**config.mk**
```make
export PLATFORM = sky130hd
export DESIGN_NAME = naive_bus_timer_flat
export DESIGN_NICKNAME = d
export VERILOG_FILES = /design/src/rtl/naive_bus_timer_pkg.sv /design/src/rtl/naive_bus.sv /design/src/rtl/naive_bus_timer_presc.sv /design/src/rtl/naive_bus_timer.sv /design/src/flat_wrapper.sv
export SDC_FILE = /design/constraint.sdc
export NUM_CORES = 1
export LEC_CHECK = 0
export ABC_CLOCK_PERIOD_IN_PS = 3300
export CORE_MARGIN = 4
export CORE_UTILIZATION = 40
export CTS_CLUSTER_SIZE = 30
export DETAILED_ROUTE_END_ITERATION = 6
export SYNTH_ARGS = -nofsm -noshare
export SYNTH_HDL_FRONTEND = slang
export SYNTH_SLANG_ARGS = --single-unit
export TNS_END_PERCENT = 30
```
**constraint.sdc**
```tcl
create_clock -name clk -period 3.3 [get_ports clk]
set_input_delay 0.66 -clock clk [delete_from_list [all_inputs] [get_ports clk]]
set_output_delay 0.66 -clock clk [all_outputs]
set_load 0.02 [all_outputs]
```
**src/rtl/naive_bus_timer_pkg.sv**
```systemverilog
`default_nettype none
// ============================================================================
// Module  : naive_bus_timer_pkg
// Purpose : Shared definitions for the naive_bus machine timer: register
//           word indices (addr[4:2]), ctrl bit positions, the 64-bit timer
//           type and a byte-enable merge helper. Software header generation
//           consumes this package too, so the register indices here are the
//           single source of truth for the memory map (byte offset = idx*4).
// Ports   : none (package)
// Rev     : 1.0 - initial release
// ============================================================================
package naive_bus_timer_pkg;

  // 64-bit timer value (mtime / mtimecmp)
  typedef logic [63:0] timer_t;

  // Register word index taken from addr[4:2]; indices 6 and 7 are unmapped
  typedef enum logic [2:0] {
    REG_MTIME_LO = 3'd0,  // 0x00
    REG_MTIME_HI = 3'd1,  // 0x04
    REG_CMP_LO   = 3'd2,  // 0x08
    REG_CMP_HI   = 3'd3,  // 0x0C
    REG_CTRL     = 3'd4,  // 0x10
    REG_PRESC    = 3'd5   // 0x14
  } reg_idx_e;

  // ctrl register bit positions
  localparam int unsigned CTRL_ENABLE_BIT  = 0;
  localparam int unsigned CTRL_PENDING_BIT = 1;

  // Merge a 32-bit write into an existing word, one byte per enable bit
  function automatic logic [31:0] be_merge(input logic [31:0] old_val,
                                           input logic [31:0] new_val,
                                           input logic [3:0]  be);
    logic [31:0] res;
    res = old_val;
    for (int b = 0; b < 4; b++) begin
      if (be[b]) res[8*b +: 8] = new_val[8*b +: 8];
    end
    return res;
  endfunction

endpackage
`default_nettype wire

```
**src/rtl/naive_bus.sv**
```systemverilog
`default_nettype none
// ============================================================================
// Module  : naive_bus (interface)
// Purpose : Simple split read/write bus used by the core for instruction and
//           data accesses. Requests are granted in the same cycle by gnt;
//           read data returns one cycle after a granted read.
// Signals : rd_req/rd_gnt/rd_addr/rd_data  - read channel
//           wr_req/wr_gnt/wr_addr/wr_data/wr_be - write channel
// Modports: master (requester), slave (responder)
// Rev     : 1.0 - initial release
// ============================================================================
interface naive_bus;
  logic        rd_req;
  logic        rd_gnt;
  logic [31:0] rd_addr;
  logic [31:0] rd_data;
  logic        wr_req;
  logic        wr_gnt;
  logic [31:0] wr_addr;
  logic [31:0] wr_data;
  logic [3:0]  wr_be;

  modport master (
    output rd_req, rd_addr, wr_req, wr_addr, wr_data, wr_be,
    input  rd_gnt, rd_data, wr_gnt
  );

  modport slave (
    input  rd_req, rd_addr, wr_req, wr_addr, wr_data, wr_be,
    output rd_gnt, rd_data, wr_gnt
  );
endinterface
`default_nettype wire

```
**src/rtl/naive_bus_timer_presc.sv**
```systemverilog
`default_nettype none
// ============================================================================
// Module  : naive_bus_timer_presc
// Purpose : Reload down-counter that paces the timer. tick_o is high while
//           the counter is 0; on an enabled cycle the counter then reloads,
//           otherwise it decrements. A reload value of 0 ticks every cycle.
//           Only instantiated when NAIVE_BUS_TIMER_PRESC_EN is defined.
// Ports   : clk, rst   - clock, synchronous active-high reset
//           en_i       - count enable (counter holds when low)
//           load_i     - force reload from reload_i this edge
//           reload_i   - reload value (PRESC_W bits)
//           tick_o     - prescaler tick
// Rev     : 1.0 - initial release
// ============================================================================
module naive_bus_timer_presc #(
  parameter int unsigned PRESC_W = 16
) (
  input  logic               clk,
  input  logic               rst,
  input  logic               en_i,
  input  logic               load_i,
  input  logic [PRESC_W-1:0] reload_i,
  output logic               tick_o
);

  logic [PRESC_W-1:0] cnt_q, cnt_d;

  assign tick_o = (cnt_q == '0);

  always_comb begin
    cnt_d = cnt_q;
    if (load_i) begin
      // A new reload value restarts the period immediately
      cnt_d = reload_i;
    end else if (en_i) begin
      cnt_d = tick_o ? reload_i : (cnt_q - PRESC_W'(1));
    end
  end

  always_ff @(posedge clk) begin
    if (rst) cnt_q <= '0;
    else     cnt_q <= cnt_d;
  end

endmodule
`default_nettype wire

```
**src/rtl/naive_bus_timer.sv**
```systemverilog
`default_nettype none
// ============================================================================
// Module  : naive_bus_timer
// Purpose : Memory-mapped 64-bit machine timer on the naive_bus responder
//           side. Registers (addr[4:2]): mtime_lo, mtime_hi, cmp_lo, cmp_hi,
//           ctrl {pending, enable}, presc. Reading mtime_lo snapshots
//           mtime[63:32] so a following mtime_hi read is coherent.
//           irq is the level of ctrl.pending.
// Macro   : NAIVE_BUS_TIMER_PRESC_EN - when defined, a reload prescaler paces
//           the counter and presc is writable; when undefined, the timer
//           ticks every enabled cycle and presc reads 0.
// Ports   : clk  - clock
//           rst  - synchronous active-high reset
//           bus  - naive_bus.slave responder port
//           irq  - level timer interrupt
// Rev     : 1.0 - initial release
// ============================================================================
module naive_bus_timer
  import naive_bus_timer_pkg::*;
#(
  parameter logic [63:0] CMP_RESET = 64'hFFFF_FFFF_FFFF_FFFF,
  parameter int unsigned PRESC_W   = 16
) (
  input  logic     clk,
  input  logic     rst,
  naive_bus.slave  bus,
  output logic     irq
);

  if (PRESC_W == 0 || PRESC_W > 32) begin : g_presc_w_check
    $error("naive_bus_timer: PRESC_W must be in 1..32");
  end

  reg_idx_e    rd_idx, wr_idx;
  logic        wr_act;
  logic        wr_mtime_lo, wr_mtime_hi, wr_cmp_lo, wr_cmp_hi, wr_ctrl;
  logic        ctrl_wr_lsb;
  logic        tick, inc, cmp_hit;
  timer_t      mtime_q, mtime_d, cmp_q, cmp_d;
  logic [31:0] hi_shadow_q, hi_shadow_d;
  logic [31:0] rd_data_q, rd_data_d, rd_mux;
  logic        enable_q, enable_d, pending_q, pending_d;
  logic        unused_bits;

  // The responder never stalls
  assign bus.rd_gnt  = bus.rd_req;
  assign bus.wr_gnt  = bus.wr_req;
  assign bus.rd_data = rd_data_q;
  assign irq         = pending_q;

  // Only the word index is decoded; other address bits alias
  assign rd_idx = reg_idx_e'(bus.rd_addr[4:2]);
  assign wr_idx = reg_idx_e'(bus.wr_addr[4:2]);
  assign unused_bits = ^{bus.rd_addr[31:5], bus.rd_addr[1:0],
                         bus.wr_addr[31:5], bus.wr_addr[1:0]};

  // A write with no byte enables is a no-op (and must not block counting)
  assign wr_act      = bus.wr_req && (bus.wr_be != 4'b0000);
  assign wr_mtime_lo = wr_act && (wr_idx == REG_MTIME_LO);
  assign wr_mtime_hi = wr_act && (wr_idx == REG_MTIME_HI);
  assign wr_cmp_lo   = wr_act && (wr_idx == REG_CMP_LO);
  assign wr_cmp_hi   = wr_act && (wr_idx == REG_CMP_HI);
  assign wr_ctrl     = wr_act && (wr_idx == REG_CTRL);
  assign ctrl_wr_lsb = wr_ctrl && bus.wr_be[0];

`ifdef NAIVE_BUS_TIMER_PRESC_EN
  logic               wr_presc;
  logic [PRESC_W-1:0] presc_q, presc_d;

  assign wr_presc = wr_act && (wr_idx == REG_PRESC);

  for (genvar gi = 0; gi < int'(PRESC_W); gi++) begin : g_presc_bit
    assign presc_d[gi] = (wr_presc && bus.wr_be[gi / 8]) ? bus.wr_data[gi]
                                                         : presc_q[gi];
  end

  always_ff @(posedge clk) begin
    if (rst) presc_q <= '0;
    else     presc_q <= presc_d;
  end

  // presc_d equals presc_q unless written, so it doubles as the reload value
  naive_bus_timer_presc #(
    .PRESC_W (PRESC_W)
  ) u_presc (
    .clk      (clk),
    .rst      (rst),
    .en_i     (enable_q),
    .load_i   (wr_presc),
    .reload_i (presc_d),
    .tick_o   (tick)
  );
`else
  assign tick = 1'b1;
`endif

  assign inc     = enable_q && tick;
  assign cmp_hit = enable_q && (mtime_q >= cmp_q);

  // mtime: a written half wins over the increment and the other half holds
  always_comb begin
    mtime_d = mtime_q;
    if (wr_mtime_lo) begin
      mtime_d[31:0] = be_merge(mtime_q[31:0], bus.wr_data, bus.wr_be);
    end else if (wr_mtime_hi) begin
      mtime_d[63:32] = be_merge(mtime_q[63:32], bus.wr_data, bus.wr_be);
    end else if (inc) begin
      mtime_d = mtime_q + 64'd1;
    end
  end

  always_comb begin
    cmp_d = cmp_q;
    if (wr_cmp_lo) cmp_d[31:0]  = be_merge(cmp_q[31:0], bus.wr_data, bus.wr_be);
    if (wr_cmp_hi) cmp_d[63:32] = be_merge(cmp_q[63:32], bus.wr_data, bus.wr_be);
  end

  // pending: set has priority over the write-one-to-clear
  always_comb begin
    enable_d  = ctrl_wr_lsb ? bus.wr_data[CTRL_ENABLE_BIT] : enable_q;
    pending_d = pending_q;
    if (cmp_hit) begin
      pending_d = 1'b1;
    end else if (ctrl_wr_lsb && bus.wr_data[CTRL_PENDING_BIT]) begin
      pending_d = 1'b0;
    end
  end

  // Read mux uses pre-write state, so a same-cycle write is not visible
  always_comb begin
    rd_mux = 32'h0;
    case (rd_idx)
      REG_MTIME_LO: rd_mux = mtime_q[31:0];
      REG_MTIME_HI: rd_mux = hi_shadow_q;
      REG_CMP_LO:   rd_mux = cmp_q[31:0];
      REG_CMP_HI:   rd_mux = cmp_q[63:32];
      REG_CTRL: begin
        rd_mux[CTRL_ENABLE_BIT]  = enable_q;
        rd_mux[CTRL_PENDING_BIT] = pending_q;
      end
      REG_PRESC: begin
`ifdef NAIVE_BUS_TIMER_PRESC_EN
        rd_mux = 32'(presc_q);
`else
        rd_mux = 32'h0;
`endif
      end
      default: rd_mux = 32'h0;
    endcase
  end

  always_comb begin
    rd_data_d   = bus.rd_req ? rd_mux : rd_data_q;
    hi_shadow_d = (bus.rd_req && (rd_idx == REG_MTIME_LO)) ? mtime_q[63:32]
                                                           : hi_shadow_q;
  end

  always_ff @(posedge clk) begin
    if (rst) begin
      mtime_q     <= '0;
      hi_shadow_q <= '0;
      cmp_q       <= CMP_RESET;
      enable_q    <= 1'b0;
      pending_q   <= 1'b0;
      rd_data_q   <= '0;
    end else begin
      mtime_q     <= mtime_d;
      hi_shadow_q <= hi_shadow_d;
      cmp_q       <= cmp_d;
      enable_q    <= enable_d;
      pending_q   <= pending_d;
      rd_data_q   <= rd_data_d;
    end
  end

endmodule
`default_nettype wire

```
**src/flat_wrapper.sv**
```systemverilog
// flat-port wrapper written by rule: the top's interface ports become plain ports
module naive_bus_timer_flat import naive_bus_timer_pkg::*;
#(
  parameter logic [63:0] CMP_RESET = 64'hFFFF_FFFF_FFFF_FFFF,
  parameter int unsigned PRESC_W   = 16
)
  (clk, rst, irq, bus_rd_req, bus_rd_addr, bus_wr_req, bus_wr_addr, bus_wr_data, bus_wr_be, bus_rd_gnt, bus_rd_data, bus_wr_gnt);
  naive_bus bus_i ();
  input  logic clk;
  input  logic rst;
  output logic irq;
  input wire logic [$bits(bus_i.rd_req)-1:0] bus_rd_req;
  input wire logic [$bits(bus_i.rd_addr)-1:0] bus_rd_addr;
  input wire logic [$bits(bus_i.wr_req)-1:0] bus_wr_req;
  input wire logic [$bits(bus_i.wr_addr)-1:0] bus_wr_addr;
  input wire logic [$bits(bus_i.wr_data)-1:0] bus_wr_data;
  input wire logic [$bits(bus_i.wr_be)-1:0] bus_wr_be;
  output wire logic [$bits(bus_i.rd_gnt)-1:0] bus_rd_gnt;
  output wire logic [$bits(bus_i.rd_data)-1:0] bus_rd_data;
  output wire logic [$bits(bus_i.wr_gnt)-1:0] bus_wr_gnt;
  assign bus_i.rd_req = bus_rd_req;
  assign bus_i.rd_addr = bus_rd_addr;
  assign bus_i.wr_req = bus_wr_req;
  assign bus_i.wr_addr = bus_wr_addr;
  assign bus_i.wr_data = bus_wr_data;
  assign bus_i.wr_be = bus_wr_be;
  assign bus_rd_gnt = bus_i.rd_gnt;
  assign bus_rd_data = bus_i.rd_data;
  assign bus_wr_gnt = bus_i.wr_gnt;
  naive_bus_timer #(.CMP_RESET(CMP_RESET), .PRESC_W(PRESC_W)) u_core (.clk(clk), .rst(rst), .bus(bus_i), .irq(irq));
endmodule
```
==> After elaboration in Yosys (flattened, before gate mapping) <==
Index checks and enable logic that the tools add are counted.
Widths: inputs -> output; s select.
{ "totals": {"ff_bits": 194, "elab_cells": 84, "mem_bits_ro": 0, "memories": 0, "input_bits": 104, "latch_bits": 0, "out_inout_bits": 35, "mem_bits_rw": 0} }
{ "op_classes": {"shifts": 0, "eq_ne": 17, "div": 0, "muxes": 12, "n_reduce_logical": 32, "n_mul": 0, "n_addsub": 1, "n_lt_le_gt_ge": 1, "n_bitwise": 1} }
{ "ops": {"columns": ["op", "count"], "rows": [
  ["$pmux 30 s4", 1],
  ["$mux 32", 3],
  ["$add 64x1->64 const B", 1],
  ["$ge 64x64->1", 1],
  ["$mux 64", 1],
  ["$mux 8", 4],
  ["$reduce_and 3->1", 8],
  ["$ne 2x2->1 const B", 8],
  ["$reduce_and 2->1", 8],
  ["$eq 3x2->1 const B", 4],
  ["$logic_and 1x1->1", 10],
  ["$pmux 2 s5", 1],
  ["$eq 3x1->1 const B", 2],
  ["$eq 3x3->1 const B", 2],
  ["$logic_not 3->1", 2],
  ["$reduce_bool 2->1", 3],
  ["$reduce_bool 4->1", 1],
  ["$mux 1", 2],
  ["$ne 2x1->1 const B", 1],
  ["$not 1->1", 1]
]} }

==> Depth between registers and ports, before layout <==
{ "depth": {"ltp_word": 7, "depth_mapped": 10, "ltp_nobuf": 8} }

==> Least setup slack after synthesis <==
OpenSTA, ideal clock, no wires.
{ "synth_path": {"path_kind": "input -> register", "start": "in bus_wr_be[1]", "end": "reg u_core.mtime_q[20]", "arrival_ns": 2.468, "path_slack_ns": 0.705, "path_stages": 9, "n_path_buf": 3, "setup_time_ns": 0.128, "required_time_ns": 3.172, "path_cell_list": "clkbuf_1 > or4_1 > and3_1 > buf_2 > a21oi_1 > buf_2 > o21ai_0 > a22oi_1 > nor2_1"} }
{ "synth_via": {"elab_chain_len": 5} }
{ "synth_lines": {"columns": ["item", "line_no", "rtl"], "rows": [
  ["start, declared", "flat_wrapper.sv:17", "input wire logic [$bits(bus_i.wr_be)-1:0] bus_wr_be;"],
  ["$reduce_bool 4->1 *", "naive_bus_timer.sv:58", "assign wr_act = bus.wr_req && (bus.wr_be != 4'b0000);"],
  ["$logic_and 1x1->1 *", "naive_bus_timer.sv:58", null],
  ["$logic_and 1x1->1 (on tied branches)", "naive_bus_timer.sv:59, naive_bus_timer.sv:60", null],
  ["$ne 2x2->1 (no line), or another cell as far along", null, null],
  ["$reduce_and 3->1 (no line)", null, null],
  ["end signal, assigned", "naive_bus_timer.sv:167", "mtime_q <= mtime_d;"],
  ["end, declared", "naive_bus_timer.sv:39", "timer_t mtime_q, mtime_d, cmp_q, cmp_d;"]
]} }
Every way passes the cells marked *; elsewhere a longest branch is shown, timed or not.
A chain may end at the register's enable or synchronous reset.

==> Final worst setup path <==
{ "layout_path": {"start": "reg u_core.mtime_q[0]", "end": "reg u_core.mtime_q[60]"} }
{ "layout_via": {"elab_chain_len": 3} }
{ "layout_lines": {"columns": ["item", "line_no", "rtl"], "rows": [
  ["$add 64x1->64", "naive_bus_timer.sv:108", "mtime_d = mtime_q + 64'd1;"],
  ["$mux 64", "naive_bus_timer.sv:107", "end else if (inc) begin"],
  ["$mux 32", "naive_bus_timer.sv:105", "end else if (wr_mtime_hi) begin"]
]} }
Every way passes these cells. The select of a mux whose other input is x is not followed.

==> flow_metrics.py <==
metrics = {
    "outcome": {
        "status": "complete, no violations",
    },
    "placement": {
        "dpl.hpwl_um": 28600,
        "dp_cells": 1906,
        "place.gp.congestion": 0.971,
        "portBuffers": 80,
        "pre_cts_slack_ns": 0.164,
    },
    "routing": {
        "wl_met2_um": 18000,
        "totalWireLength_um": 40700,
        "wl_met3_um": 2800,
        "highest_layer": "met4",
        "detail_route.iter0.violations": 1216,
        "drt-vias-per-instance": 5.98,
        "antenna_left": 0,
        "wl_per_cell_um": 21.0,
        "dr.pass1.iters": 5,
        "drcViolationCount": 0,
        "drt-met1-wl_um": 18800,
        "dr_total_vias": 11600,
    },
    "die": {
        "die_w_um": 177,
        "die_h_um": 177,
        "start_util_pct": 41.0,
        "num_rows": 61,
        "pin_count": 139,
        "core_um2": 28000,
        "die_area_um2": 31500,
    },
    "finish": {
        "syn2layout_area_growth_pct": 16.9,
        "nets": 1716,
        "num_antenna_cells": 0,
        "instances_no_fill": 1938,
        "utilization_pct": 47.9,
        "final_common_cell": "nand2_1",
        "final_layout_size_suffix_gt1_share_pct": 9.74,
        "final_cell_mix": "261 x nand2_1, 194 x dfxtp_1, 119 x a21oi_1, 94 x o211ai_1, 93 x nor2_1",
        "fill_cells": 2828,
    },
    "synth": {
        "yosysWarnings": 0,
        "yosysUniqueCellTypes": 71,
        "synth_edf_count": 0,
        "ys.flop_type": "dfxtp_1",
        "postSynthAreaPerCell_um2": 7.64,
        "synthCells": 1501,
        "async_flop_share_pct": 0,
        "synth_seq_area_share_pct": 33.9,
        "ys_ff_latch": 194,
        "syn-cell-area_um2": 11500,
        "syn-num-nets": 1670,
    },
    "critical_path": {
        "r2r_end": "u_core.mtime_q[60]",
        "crit_chain": "ha_1, and4_1, nand3_1, nor3_1, nand4_1, or4_1, a31oi_1",
        "cp.arrival_ns": 3.13,
        "path_class": "reg -> reg",
        "cp_slowest_cell": "nand3_1",
        "required_ns": 3.67,
        "regToRegSetupSlack_ns": 0.54,
        "r2r_cells": 7,
        "r2r-start": "u_core.mtime_q[0]",
        "cpPeakStageDelay_ns": 0.46,
        "critPathMaxFanout": 9,
        "end_kind": "flip-flop",
        "start_kind": "flip-flop",
    },
    "power_and_ir_drop": {
        "leakagePower_nw": 5.29,
        "ir_worst_vdd_mv": 0.350,
        "powerDensity_nw_per_um2": 391,
    },
    "global_routing": {
        "grt_remaining_overflow": 0,
        "track_usage_pct": 25.7,
        "antenna_found_initial": 0,
        "grt_max_degree": 100,
        "first_global_vias": 11000,
        "grt_pass1_wl_um": 63200,
    },
    "sta": {
        "timing.final.ws_setup_ns": 0.536,
        "finalHoldViolations": 0,
        "fin_crit_sh_pct": 83.8,
        "rsz0062_at_grt": "no",
        "worst_slew_pin_slew_ns": 0.745,
        "drv_slew": 0,
        "finalSetupViolations": 0,
        "max_clock_freq_ghz": 0.362,
        "clock_skew_ns": 0.0121,
        "period_needed_ns": 2.76,
        "fin_tns_setup_ns": 0,
        "slew_headroom_pct": 49.8,
    },
    "worst_hold_path": {
        "hold_start": "u_core.hi_shadow_q[8]",
        "holdPathStages": 2,
        "min_to": "u_core.hi_shadow_q[8]",
        "hold_class": "reg -> reg",
    },
    "clocking": {
        "clock_latency_ns": 0.45,
        "cts_root_buffer": "clkbuf_16",
        "cts_max_level": 4,
        "cts_resized": 0,
        "clockBufferDepth": 2,
        "cts_buffers": 17,
        "cts_tree": "done",
        "clock-sinks": 194,
        "clkTransAtPathRegs_ns": 0.08,
        "holdBufCountCts": 0,
        "post-cts-setup-buffers": 0,
    },
    "flow_run": {
        "max_cap_violations": 0,
    },
}
==> final cells by class <==
| type | count | area, um2 | share of cell area [%] |
|---|---|---|---|
| Multi-Input combinational cell | 1119 | 6860 | 51.2 |
| Sequential cell | 194 | 3880 | 29.0 |
| Timing Repair Buffer | 144 | 1330 | 9.95 |
| Tap cell | 378 | 473 | 3.53 |
| Clock buffer | 17 | 425 | 3.17 |
| Inverter | 71 | 267 | 1.99 |
| Clock inverter | 15 | 165 | 1.23 |
==> critical path: cells and delay by family (launching register included) <==
family | cells | cell delay [ns]
flops | 1 | 0.43
compound gates | 1 | 0.21
fa+ha+maj | 1 | 0.26
simple gates | 5 | 1.77
==> kinds of logic (layout without fill, tap and decap cells) <==
kind of cell | after synthesis | count (layout) | synth area share (%)
AO/OA/AOI/OAI | 457 | 457 | 25.8
flip-flops | 194 | 194 | 33.9
AND/OR/NAND/NOR | 555 | 555 | 22.7
adder cells (fa/ha/maj) | 65 | 65 | 7.09
buffers and inverters | 188 | 247 | 6.41
multiplexers | 42 | 42 | 4.10
==> flip-flops by register name, summed over array words and instances, names as in the netlist <==
signal,flops
u_core.bus.rd_data,32
u_core.cmp_q,64
u_core.enable_q,1
u_core.hi_shadow_q,32
u_core.irq,1
u_core.mtime_q,64
==> where the power goes <==
| part | switching (mW) | total [mW] | internal, mW |
|---|---|---|---|
| Combinational | 0.369 | 0.616 | 0.247 |
| Clock | 1.10 | 2.19 | 1.08 |
| Sequential | 0.0419 | 2.44 | 2.39 |
==> cells in the mapped netlist, types with 3 or more instances <==
| cell type | instances | area share, % |
|---|---|---|
| a31oi_1 | 21 | 1.1 |
| nand2_1 | 261 | 8.5 |
| clkbuf_1 | 95 | 3.1 |
| o21ai_0 | 81 | 3.5 |
| ha_1 | 65 | 7.1 |
| mux2i_1 | 11 | 0.96 |
| and3_1 | 23 | 1.3 |
| o211ai_1 | 94 | 6.2 |
| nor4_1 | 16 | 0.87 |
| nor2b_1 | 4 | 0.22 |
| or3_1 | 4 | 0.22 |
| a21bo_2 | 3 | 0.26 |
| a21boi_0 | 3 | 0.20 |
| o31a_1 | 3 | 0.23 |
| and2_1 | 14 | 0.76 |
| nand3_1 | 35 | 1.5 |
| nor3_1 | 29 | 1.3 |
| nand4_1 | 37 | 2.0 |
| dfxtp_1 | 194 | 34 |
| a21o_1 | 15 | 0.98 |
| mux2_2 | 30 | 2.9 |
| nand2b_1 | 3 | 0.16 |
| a21oi_1 | 119 | 5.2 |
| buf_1 | 4 | 0.13 |
| and4_1 | 15 | 1.1 |
| nor2_1 | 93 | 3.0 |
| a211oi_1 | 14 | 0.92 |
| buf_4 | 3 | 0.20 |
| o22ai_1 | 8 | 0.44 |
| or4_1 | 3 | 0.20 |
| nor3b_1 | 3 | 0.20 |
| inv_1 | 70 | 2.3 |
| o41ai_1 | 6 | 0.46 |
| a22oi_1 | 40 | 2.6 |
| buf_2 | 13 | 0.57 |
| o32ai_1 | 7 | 0.53 |
| o31ai_1 | 15 | 0.98 |
==> metrics by stage <==
step / cell area [um2] / hold slack (ns) / total power, mW
global placement: 12800 / 0.440 / 3.10
detailed placement: 12800 / 0.444 / 3.10
floorplan: 11500 / 0.433 / 2.82
finish: 13400 / 0.455 / 5.24
global route: 13400 / 0.475 / 5.43
CTS: 13400 / 0.456 / 5.27
==> worst max path at each step <==
| stage | from | to | depth (start not counted) |
|---|---|---|---|
| 6_report | u_core.mtime_q[0] | u_core.mtime_q[60] | 7 |
| 5_1_grt | u_core.mtime_q[25] | u_core.mtime_q[54] | 6 |
| 4_1_cts | u_core.mtime_q[25] | u_core.mtime_q[54] | 6 |
| 3_5_place_dp | bus_wr_be[1] | u_core.mtime_q[56] | 8 |
| 3_3_place_gp | bus_wr_be[1] | u_core.mtime_q[56] | 8 |
| 2_1_floorplan | bus_wr_be[1] | u_core.mtime_q[20] | 9 |
==> routing by layer <==
metal | vias up | global-route usage [%]
met3 | 75 | 4.32
met4 | 0 | 8.70
met5 | - | 0
met1 | 5510 | 36.3
li1 | 5556 | -
met2 | 452 | 39.8
No activity file was read; power rests on OpenSTA's default activity.
